## src/rtl/keypad_pkg.sv

```systemverilog
// Shared types and constants for the 4x4 keypad path (scanner and ac_four_digit).
// Key codes are {row, col} pairs matching the scanner's key_row/key_col outputs.
package keypad_pkg;

    typedef enum logic [1:0] {
        SCAN,
        DEBOUNCE,
        ARM,
        HELD
    } state_t;

    localparam int NUM_ROWS = 4;
    localparam int NUM_COLS = 4;

    localparam logic [NUM_COLS-1:0] COL_IDLE = 4'b1111;

    typedef logic [3:0] key_code_t;

    localparam key_code_t KEY_1    = {2'd0, 2'd0};
    localparam key_code_t KEY_2    = {2'd0, 2'd1};
    localparam key_code_t KEY_3    = {2'd0, 2'd2};
    localparam key_code_t KEY_A    = {2'd0, 2'd3};
    localparam key_code_t KEY_4    = {2'd1, 2'd0};
    localparam key_code_t KEY_5    = {2'd1, 2'd1};
    localparam key_code_t KEY_6    = {2'd1, 2'd2};
    localparam key_code_t KEY_B    = {2'd1, 2'd3};
    localparam key_code_t KEY_7    = {2'd2, 2'd0};
    localparam key_code_t KEY_8    = {2'd2, 2'd1};
    localparam key_code_t KEY_9    = {2'd2, 2'd2};
    localparam key_code_t KEY_C    = {2'd2, 2'd3};
    localparam key_code_t KEY_STAR = {2'd3, 2'd0};
    localparam key_code_t KEY_0    = {2'd3, 2'd1};
    localparam key_code_t KEY_HASH = {2'd3, 2'd2};
    localparam key_code_t KEY_D    = {2'd3, 2'd3};

    // Result of classifying one synchronised row sample.
    typedef struct packed {
        logic       valid;
        logic [1:0] row;
    } hit_t;

    function automatic logic [NUM_COLS-1:0] col_drive(input logic [1:0] idx);
        col_drive      = COL_IDLE;
        col_drive[idx] = 1'b0;
    endfunction

    // Exactly one low row is a hit; idle and multi-row (ghosted) samples are not.
    function automatic hit_t classify(input logic [NUM_ROWS-1:0] rows);
        case (rows)
            4'b1110: classify = '{valid: 1'b1, row: 2'd0};
            4'b1101: classify = '{valid: 1'b1, row: 2'd1};
            4'b1011: classify = '{valid: 1'b1, row: 2'd2};
            4'b0111: classify = '{valid: 1'b1, row: 2'd3};
            default: classify = '{valid: 1'b0, row: 2'd0};
        endcase
    endfunction

endpackage

```

## src/rtl/kp_row_sync.sv

```systemverilog
// Two-flop synchroniser for the asynchronous keypad row returns.
// Resets to all ones so an idle (pulled-up) keypad is seen during reset.
module kp_row_sync #(
    parameter int WIDTH = 4
) (
    input  logic             clk,
    input  logic             rst_n,
    input  logic [WIDTH-1:0] din,
    output logic [WIDTH-1:0] dout
);

    logic [WIDTH-1:0] meta;

    // NOTE: non-blocking assignments so both stages update from pre-edge values.
    always_ff @(posedge clk) begin
        if (!rst_n) begin
            meta <= '1;
            dout <= '1;
        end else begin
            meta <= din;
            dout <= meta;
        end
    end

endmodule

```

## src/rtl/keypad_scanner.sv

```systemverilog
// 4x4 matrix keypad scanner: column rotation, row debounce, and a one-cycle
// keypad_int strobe per confirmed press with key_row/key_col set up a cycle early.
module keypad_scanner
    import keypad_pkg::*;
#(
    parameter int SCAN_DIV     = 16,
    parameter int DEBOUNCE_CNT = 4
) (
    input  logic       clk,
    input  logic       rst_n,
    input  logic [3:0] row_in,
    output logic [3:0] col_out,
    output logic [1:0] key_row,
    output logic [1:0] key_col,
    output logic       keypad_int
);

    localparam int DIV_W = $clog2(SCAN_DIV);
    localparam int DEB_W = $clog2(DEBOUNCE_CNT + 1);

    localparam logic [DIV_W-1:0] DIV_LAST  = DIV_W'(SCAN_DIV - 1);
    localparam logic [DEB_W-1:0] DEB_FINAL = DEB_W'(DEBOUNCE_CNT - 1);

    state_t           state, state_nxt;
    logic [DIV_W-1:0] div_cnt;
    logic [DEB_W-1:0] deb_cnt, deb_cnt_nxt;
    logic [1:0]       col_idx, col_idx_nxt;
    logic [1:0]       cand_row, cand_row_nxt;
    logic [3:0]       row_s;
    logic             dwell_end;
    logic             load_key;
    hit_t             hit;

    kp_row_sync #(.WIDTH(NUM_ROWS)) u_row_sync (
        .clk   (clk),
        .rst_n (rst_n),
        .din   (row_in),
        .dout  (row_s)
    );

    assign dwell_end = (div_cnt == DIV_LAST);
    assign hit       = classify(row_s);
    // The column stays frozen outside SCAN, so col_idx doubles as the candidate column.
    assign col_out   = col_drive(col_idx);

    // NOTE: every output of this block gets a default first so no latch is inferred.
    always_comb begin
        state_nxt    = state;
        deb_cnt_nxt  = deb_cnt;
        col_idx_nxt  = col_idx;
        cand_row_nxt = cand_row;
        load_key     = 1'b0;

        case (state)
            SCAN: begin
                if (dwell_end) begin
                    if (hit.valid) begin
                        cand_row_nxt = hit.row;
                        deb_cnt_nxt  = DEB_W'(1);
                        state_nxt    = DEBOUNCE;
                    end else begin
                        col_idx_nxt = col_idx + 2'd1;
                    end
                end
            end
            DEBOUNCE: begin
                if (dwell_end) begin
                    if (hit.valid && hit.row == cand_row) begin
                        if (deb_cnt == DEB_FINAL) begin
                            load_key    = 1'b1;
                            deb_cnt_nxt = '0;
                            state_nxt   = ARM;
                        end else begin
                            deb_cnt_nxt = deb_cnt + DEB_W'(1);
                        end
                    end else begin
                        deb_cnt_nxt = '0;
                        col_idx_nxt = col_idx + 2'd1;
                        state_nxt   = SCAN;
                    end
                end
            end
            ARM: begin
                state_nxt = HELD;
            end
            HELD: begin
                // Release must be seen on consecutive samples; any hit restarts the count.
                if (dwell_end) begin
                    if (hit.valid) begin
                        deb_cnt_nxt = '0;
                    end else if (deb_cnt == DEB_FINAL) begin
                        deb_cnt_nxt = '0;
                        col_idx_nxt = col_idx + 2'd1;
                        state_nxt   = SCAN;
                    end else begin
                        deb_cnt_nxt = deb_cnt + DEB_W'(1);
                    end
                end
            end
            default: state_nxt = SCAN;
        endcase
    end

    always_ff @(posedge clk) begin
        if (!rst_n) begin
            state      <= SCAN;
            div_cnt    <= '0;
            deb_cnt    <= '0;
            col_idx    <= 2'd0;
            cand_row   <= 2'd0;
            key_row    <= 2'd0;
            key_col    <= 2'd0;
            keypad_int <= 1'b0;
        end else begin
            state      <= state_nxt;
            div_cnt    <= dwell_end ? '0 : div_cnt + DIV_W'(1);
            deb_cnt    <= deb_cnt_nxt;
            col_idx    <= col_idx_nxt;
            cand_row   <= cand_row_nxt;
            keypad_int <= (state == ARM);
            if (load_key) begin
                key_row <= cand_row;
                key_col <= col_idx;
            end
        end
    end

endmodule
```

## config.mk

```make
export PLATFORM = sky130hd
export DESIGN_NAME = keypad_scanner
export DESIGN_NICKNAME = d
export VERILOG_FILES = /design/src/rtl/keypad_pkg.sv /design/src/rtl/kp_row_sync.sv /design/src/rtl/keypad_scanner.sv
export SDC_FILE = /design/constraint.sdc
export NUM_CORES = 1
export LEC_CHECK = 0
export CORE_MARGIN = 2
export CORE_UTILIZATION = 40
export CTS_CLUSTER_DIAMETER = 50
export CTS_CLUSTER_SIZE = 40
export DETAILED_ROUTE_END_ITERATION = 7
export GPL_TIMING_DRIVEN = 0
export SLEW_MARGIN = 25
export SYNTH_ARGS = -nofsm -noshare
export SYNTH_HDL_FRONTEND = slang
export SYNTH_SLANG_ARGS = --single-unit
```

## constraint.sdc

```tcl
create_clock -name clk -period 2.6 [get_ports clk]
set_clock_uncertainty 0.1 [all_clocks]
set_input_delay 0.39 -clock clk [delete_from_list [all_inputs] [get_ports clk]]
set_output_delay 0.39 -clock clk [all_outputs]
set_load 0.005 [all_outputs]
```

==> out/qor.yml, run 1 <==
outcome:
  status: "finished, final reports clean"
synth:
  synthXorXnorAreaFrac_pct: 2.70
  yosysUniqueCellTypes: 40
  avgSynthCellArea_um2: 9.06
  muxShareOfSynthArea_pct: 5.41
  synth_compound_area_share_pct: 14.0
  synth-edff-count: 0
  yosys.area_share.simple_pct: 26.4
  syn-instance-count: 143
  synth-seq-cells: 26
  yosys_most_used_dff: "dfxtp_1"
  synthArstFlopShare_pct: 0
  synth_seq_area_share_pct: 40.2
  syn_area_um2: 1300
  synthAdderAreaFrac_pct: 5.79
  yosys_warnings: 0
  syn_nets: 155
  synth_top_family_by_area: "simple AND/OR/NAND/NOR gates"
placed_design:
  place_area_um2: 1490
  portBuffers: 14
  placed_cells: 201
  gp_congestion: 0.787
  hpwl_um: 1870
global_route:
  grtUsageTotal_pct: 16.0
  grt_pass1_vias: 1013
  grt_pass1_wl_um: 4480
  antenna_found_initial: 0
  grt_max_degree: 16
  gr-total-overflow: 0
drt:
  route.detailed.drc: 0
  avgViaCountPerCell: 5.08
  antenna_left: 0
  wl_um: 2580
  vias: 1042
  wl_per_cell_um: 12.6
  drt_pass1_iterations: 4
  dr.first_iter.drc_count: 28
sta:
  whs_ns: 0.323
  fin_crit_ns: 2.06
  max_slew.worst_pin.slew_ns: 0.482
  max_slew_margin_pct: 67.8
  rsz0062_at_grt: "no"
  fmax_mhz: 484
  finalSetupTns_ns: 0
  drv_slew: 0
  finalHoldViolCount: 0
  setup_violations: 0
  fin_crit_sh_pct: 79.4
pwr:
  power_leakage_nw: 0.541
  peakVddDrop_mv: 0.302
  p_per_area_nw_per_um2: 490
clock_network:
  cts_resized: 0
  cts_buffer_depth: 2
  post_cts_buffers: 0
  clk_latency_ns: 0.32
  cts.htree.levels: 1
  cts_tree: "built"
  cts_hold_buf: 0
  cts.sinks: 26
  root_buffer: "clkbuf_4"
  cts_made_buffers: 3
  path_clk_slew_ns: 0.15
setup_path:
  cp_top_family: "simple AND/OR/NAND/NOR gates"
  worst_path_max_delay_cell: "nor4_4"
  cp_max_fo: 8
  cp-end-kind: "flop"
  path_class: "reg2reg"
  worstPathCellList: "ha_1, and3_1, buf_2, nand3_1, nor4_4, mux2i_1"
  required_ns: 2.76
  startpoint_type: "flop"
  crit_buf_inv: 1
  cpPeakStageDelay_ns: 0.47
  cp.arrival_ns: 2.22
final_layout:
  final_area_um2: 1540
  multi_input_area_um2: 703
  fillCellCount: 290
  area_growth_pct: 19.1
  diodes: 0
  nets: 174
  seq_area_um2: 520
  fin_cells: 205
  drive_gt1_share_pct: 9.32
floorplanning:
  die_w_um: 60.9
  die_h_um: 60.9
  die_area_um2: 3710
  core-area_um2: 3080
  rows: 20
  io_pins: 15
  start_util_pct: 42.1
hold_path:
  hp-class: "reg2reg"
run:
  drv_cap: 0
## path summary, 6_finish.rpt
path                             end  cells past startpoint               start  slack [ns]
setup reg to reg          key_col[1]                      6          div_cnt[0]        0.54
setup / recovery          key_col[1]                      6          div_cnt[0]        0.54
hold / removal    u_row_sync.dout[0]                      1  u_row_sync.meta[0]        0.32
hold reg to reg   u_row_sync.dout[0]                      1  u_row_sync.meta[0]        0.32
## report_power, final
group | switching, mW | total, mW | internal, mW
logic | 0.0340 | 0.0605 | 0.0265
registers | 0.00718 | 0.415 | 0.408
clock network | 0.125 | 0.281 | 0.156
## cells by family after synthesis
kind of cell | Yosys count
buf+inv | 16
fa+ha+maj | 6
flops | 26
xor+xnor | 4
compound gates | 25
simple gates | 59
mux | 7
## per-layer routing
| metal | global-route usage, % | wire length [µm] | vias to the layer above |
|---|---|---|---|
| li1 | - | - | 534 |
| met3 | 2.56 | 80 | 2 |
| met2 | 27.8 | 1260 | 20 |
| met1 | 20.4 | 1220 | 486 |
| met4 | 4.66 | 15 | 0 |
| met5 | 0 | 0 | - |
## flip-flops by register name, summed over array words and instances, names as in the netlist, 2 cells and up, named ones only
register         count
key_row              2
u_row_sync.dout      4
col_idx              2
div_cnt              4
key_col              2
cand_row             2
u_row_sync.meta      4
deb_cnt              3
## cell usage in the layout, fill, tap and decap left out, drive strengths merged, types with 3 or more instances in the layout
| cell | instances |
|---|---|
| ha | 6 |
| clkdlybuf4s50 | 14 |
| nor2 | 6 |
| nand2b | 11 |
| mux2i | 7 |
| a31oi | 3 |
| buf | 3 |
| o21ai | 6 |
| nor4 | 3 |
| nand2 | 18 |
| clkbuf | 7 |
| nand3 | 4 |
| nor3b | 3 |
| nand4b | 3 |
| inv | 9 |
| dfxtp | 26 |
| a21oi | 7 |
## final cells by class
type | count | area share [%]
plain buffers | 7 | 2.51
multi-input cells | 101 | 45.5
clock inverters | 1 | 1.94
clock buffers | 3 | 1.46
well taps | 44 | 3.57
flip-flops and latches | 26 | 33.7
repair buffers | 14 | 9.08
inverters | 9 | 2.19
## stage by stage
stage	utilization (%)	total power [mW]	setup WS, ns
after detailed placement	48.5	0.485	0.562
after global placement	48.5	0.482	0.647
after floorplan	-	0.465	0.815
after global routing	50.2	0.784	0.392
final	50.2	0.757	0.536
after CTS	50.2	0.764	0.527
## Yosys cell counts (all sizes together) (3+ instances only)
cell	count	area share, %
clkbuf	4	1.2
nand2	18	5.2
a21oi	7	3.0
nand4b	3	2.0
nand3	4	1.5
nor3b	3	2.1
dfxtp	26	40
inv	9	2.6
a31oi	3	1.9
o21ai	6	2.3
ha	6	5.8
nor2	6	1.7
mux2i	7	5.4
buf	3	1.8
nor4	3	3.1
nand2b	11	5.3
Power figures use the tool's default switching activity.
==> run 2, diff against run 1 <==
==> constraint.sdc (replaced) <==
create_clock -name clk -period 1.85 [get_ports clk]
set_clock_uncertainty 0.1 [all_clocks]
set_input_delay 0.2775 -clock clk [delete_from_list [all_inputs] [get_ports clk]]
set_output_delay 0.2775 -clock clk [all_outputs]
set_load 0.005 [all_outputs]
==> run 2 against run 1 <==
The run now ends with negative setup slack left. Sequential power increased by 41%. First-iteration DRC count did not move. Global-route usage grew 0.44 points. Critical path depth grew 3. Core utilization grew 4.5 points. Fmax increased by 11%. Worst setup slack got worse by 0.55 ns. Hold slack improved by 0.00053 ns. Critical endpoint unchanged. Largest cell class unchanged.
==> out/qor.yml, run 2 (synthesized netlist as in run 1, its figures left out) <==
setup_path:
  cp_top_family: "buffers and inverters"
  startpoint_type: "flop"
  path_class: "reg2reg"
  worstPathCellList: "buf_6, nor3b_2, a21oi_2, o32ai_2, a21oi_4, buf_12, nor4_4, buf_4, mux2i_1"
  rrSetupSlack_ns: -0.02  # -0.55 ns
  cp.arrival_ns: 2.03  # -0.19 ns
  cp-end-kind: "flop"
  required_ns: 2.01  # -0.75 ns
  crit_buf_inv: 3  # +2
  cp_max_fo: 8  # unchanged
  cpPeakStageDelay_ns: 0.36  # -0.11 ns
  worst_path_max_delay_cell: "dfxtp_2"
final_layout:
  diodes: 0  # unchanged
  nets: 180  # +3.4%
  fillCellCount: 280  # -3.4%
  reg_top3: "div_cnt (4), u_row_sync.dout (4), u_row_sync.meta (4)"
  drive_gt1_share_pct: 22.8  # +13 points
  final_cell_mix: "nand2_1 (18), dfxtp_1 (17), nand2b_1 (11)"
  seq_area_um2: 537  # +3.1%
  final_common_cell: "nand2_1"
  multi_input_area_um2: 762  # +8.4%
  area_growth_pct: 29.7
floorplanning:
  start_util_pct: 42.1  # unchanged
  io_pins: 15  # unchanged
  die_h_um: 60.9  # unchanged
  die_area_um2: 3710  # unchanged
  die_w_um: 60.9  # unchanged
  core-area_um2: 3080  # unchanged
  rows: 20  # unchanged
hold_path:
  hp-class: "reg2reg"
clock_network:
  cts_hold_buf: 0  # unchanged
  clk_latency_ns: 0.33  # about the same
  cts_tree: "built"
  cts_buffer_depth: 2  # unchanged
  cts_made_buffers: 3  # unchanged
  path_clk_slew_ns: 0.14  # about the same
  root_buffer: "clkbuf_4"
  cts.sinks: 26  # unchanged
  cts.htree.levels: 1  # unchanged
sta:
  finalHoldViolCount: 0  # unchanged
  setup_violations: 4  # +4
  fmax_mhz: 536  # +11%
  max_slew_margin_pct: 67.8  # about the same
  postLayoutSetupSlackWorst_ns: -0.0165  # -0.552 ns
  fin_crit_sh_pct: 101  # +21 points
  finalSetupTns_ns: -0.0400  # -0.0400 ns
  max_slew.worst_pin.slew_ns: 0.483  # +0.00110 ns
  fin_crit_ns: 1.87  # -0.198 ns
  rsz0062_at_grt: "yes"
  drv_slew: 0  # unchanged
placed_design:
  dp_slack_ns: -0.188  # -0.750 ns
  hpwl_um: 1870  # unchanged
  gp_congestion: 0.787  # unchanged
  portBuffers: 14  # unchanged
outcome:
  status: "complete, but fails checks"
  violations: "negative setup slack"
drt:
  avgViaCountPerCell: 5.10  # +0.42%
  wl_per_cell_um: 13.2  # +4.9%
  vias: 1077  # +3.4%
  dr.first_iter.drc_count: 28  # unchanged
  antenna_left: 0  # unchanged
  wl_um: 2790  # +7.9%
  drt_pass1_iterations: 4  # unchanged
  route.detailed.drc: 0  # unchanged
global_route:
  grtUsageTotal_pct: 16.4  # +0.44 points
  grt_pass1_wl_um: 4600  # +2.8%
  grt_max_degree: 16  # unchanged
  grt_pass1_vias: 1030  # +1.7%
  antenna_found_initial: 0  # unchanged
  gr-total-overflow: 0  # unchanged
pwr:
  finalPower_mw: 1.10  # +45%
  power_leakage_nw: 0.583  # +7.8%
  p_per_area_nw_per_um2: 652  # +33%
  peakVddDrop_mv: 0.429  # +42%
run:
  drv_cap: 0  # unchanged
-- run 2: per-layer routing --
layer | GRT usage, % | vias to the layer above | routed length, µm
met5 | 0 | - | 0
met4 | 4.66 | 0 | 20
met2 | 28.3 | 16 | 1360
li1 | - | 549 | -
met3 | 2.56 | 4 | 60
met1 | 21.3 | 508 | 1340
-- run 2: final timing paths --
check	from	end	cells past startpoint
hold reg to reg	u_row_sync.meta[0]	u_row_sync.dout[0]	1
setup reg to reg	u_row_sync.dout[3]	key_col[1]	9
setup / recovery	u_row_sync.dout[3]	key_col[1]	9
hold / removal	u_row_sync.meta[0]	u_row_sync.dout[0]	1
-- run 2: power breakdown --
part / leakage [nW] / internal (mW) / switching [mW]
sequential: 0.213 / 0.573 / 0.0132
combinational: 0.342 / 0.0565 / 0.0552
clock: 0.0279 / 0.219 / 0.179
-- run 2: worst reg2reg max path, cell delays in order, from the launching register on --
cell and delay, ns:
dfxtp_2 0.36, buf_6 0.12, nor3b_2 0.19, a21oi_2 0.05, o32ai_2 0.19, a21oi_4 0.14
buf_12 0.14, nor4_4 0.13, buf_4 0.19, mux2i_1 0.19
-- run 2: through the flow --
step / hold WS, ns / std cells / utilization (%) / instance area [µm²]
2_1_floorplan: 0.251 / 143 / - / 1300
3_3_place_gp: 0.290 / 201 / 48.5 / 1490
3_5_place_dp: 0.291 / 201 / 48.5 / 1490
4_1_cts: 0.324 / 208 / 52.9 / 1630
5_1_grt: 0.349 / 211 / 54.6 / 1680
6_report: 0.323 / 211 / 54.6 / 1680
-- run 2: timing repair --
action	in CTS	in global routing
endpoints found under the hold margin	0	0
setup endpoints to repair	11	9
gates resized for setup	18	11
pin swaps	5	5
buffers inserted	3	3
-- run 2: cell type report --
cell class / instances / share of cell area [%]
clock inverter: 1 / 1.79
sequential: 26 / 31.9
timing repair buffer: 20 / 11.7
clock buffer: 3 / 1.34
inverter: 9 / 2.01
tap: 44 / 3.27
multi-input combinational: 101 / 45.3
buffer: 7 / 2.68
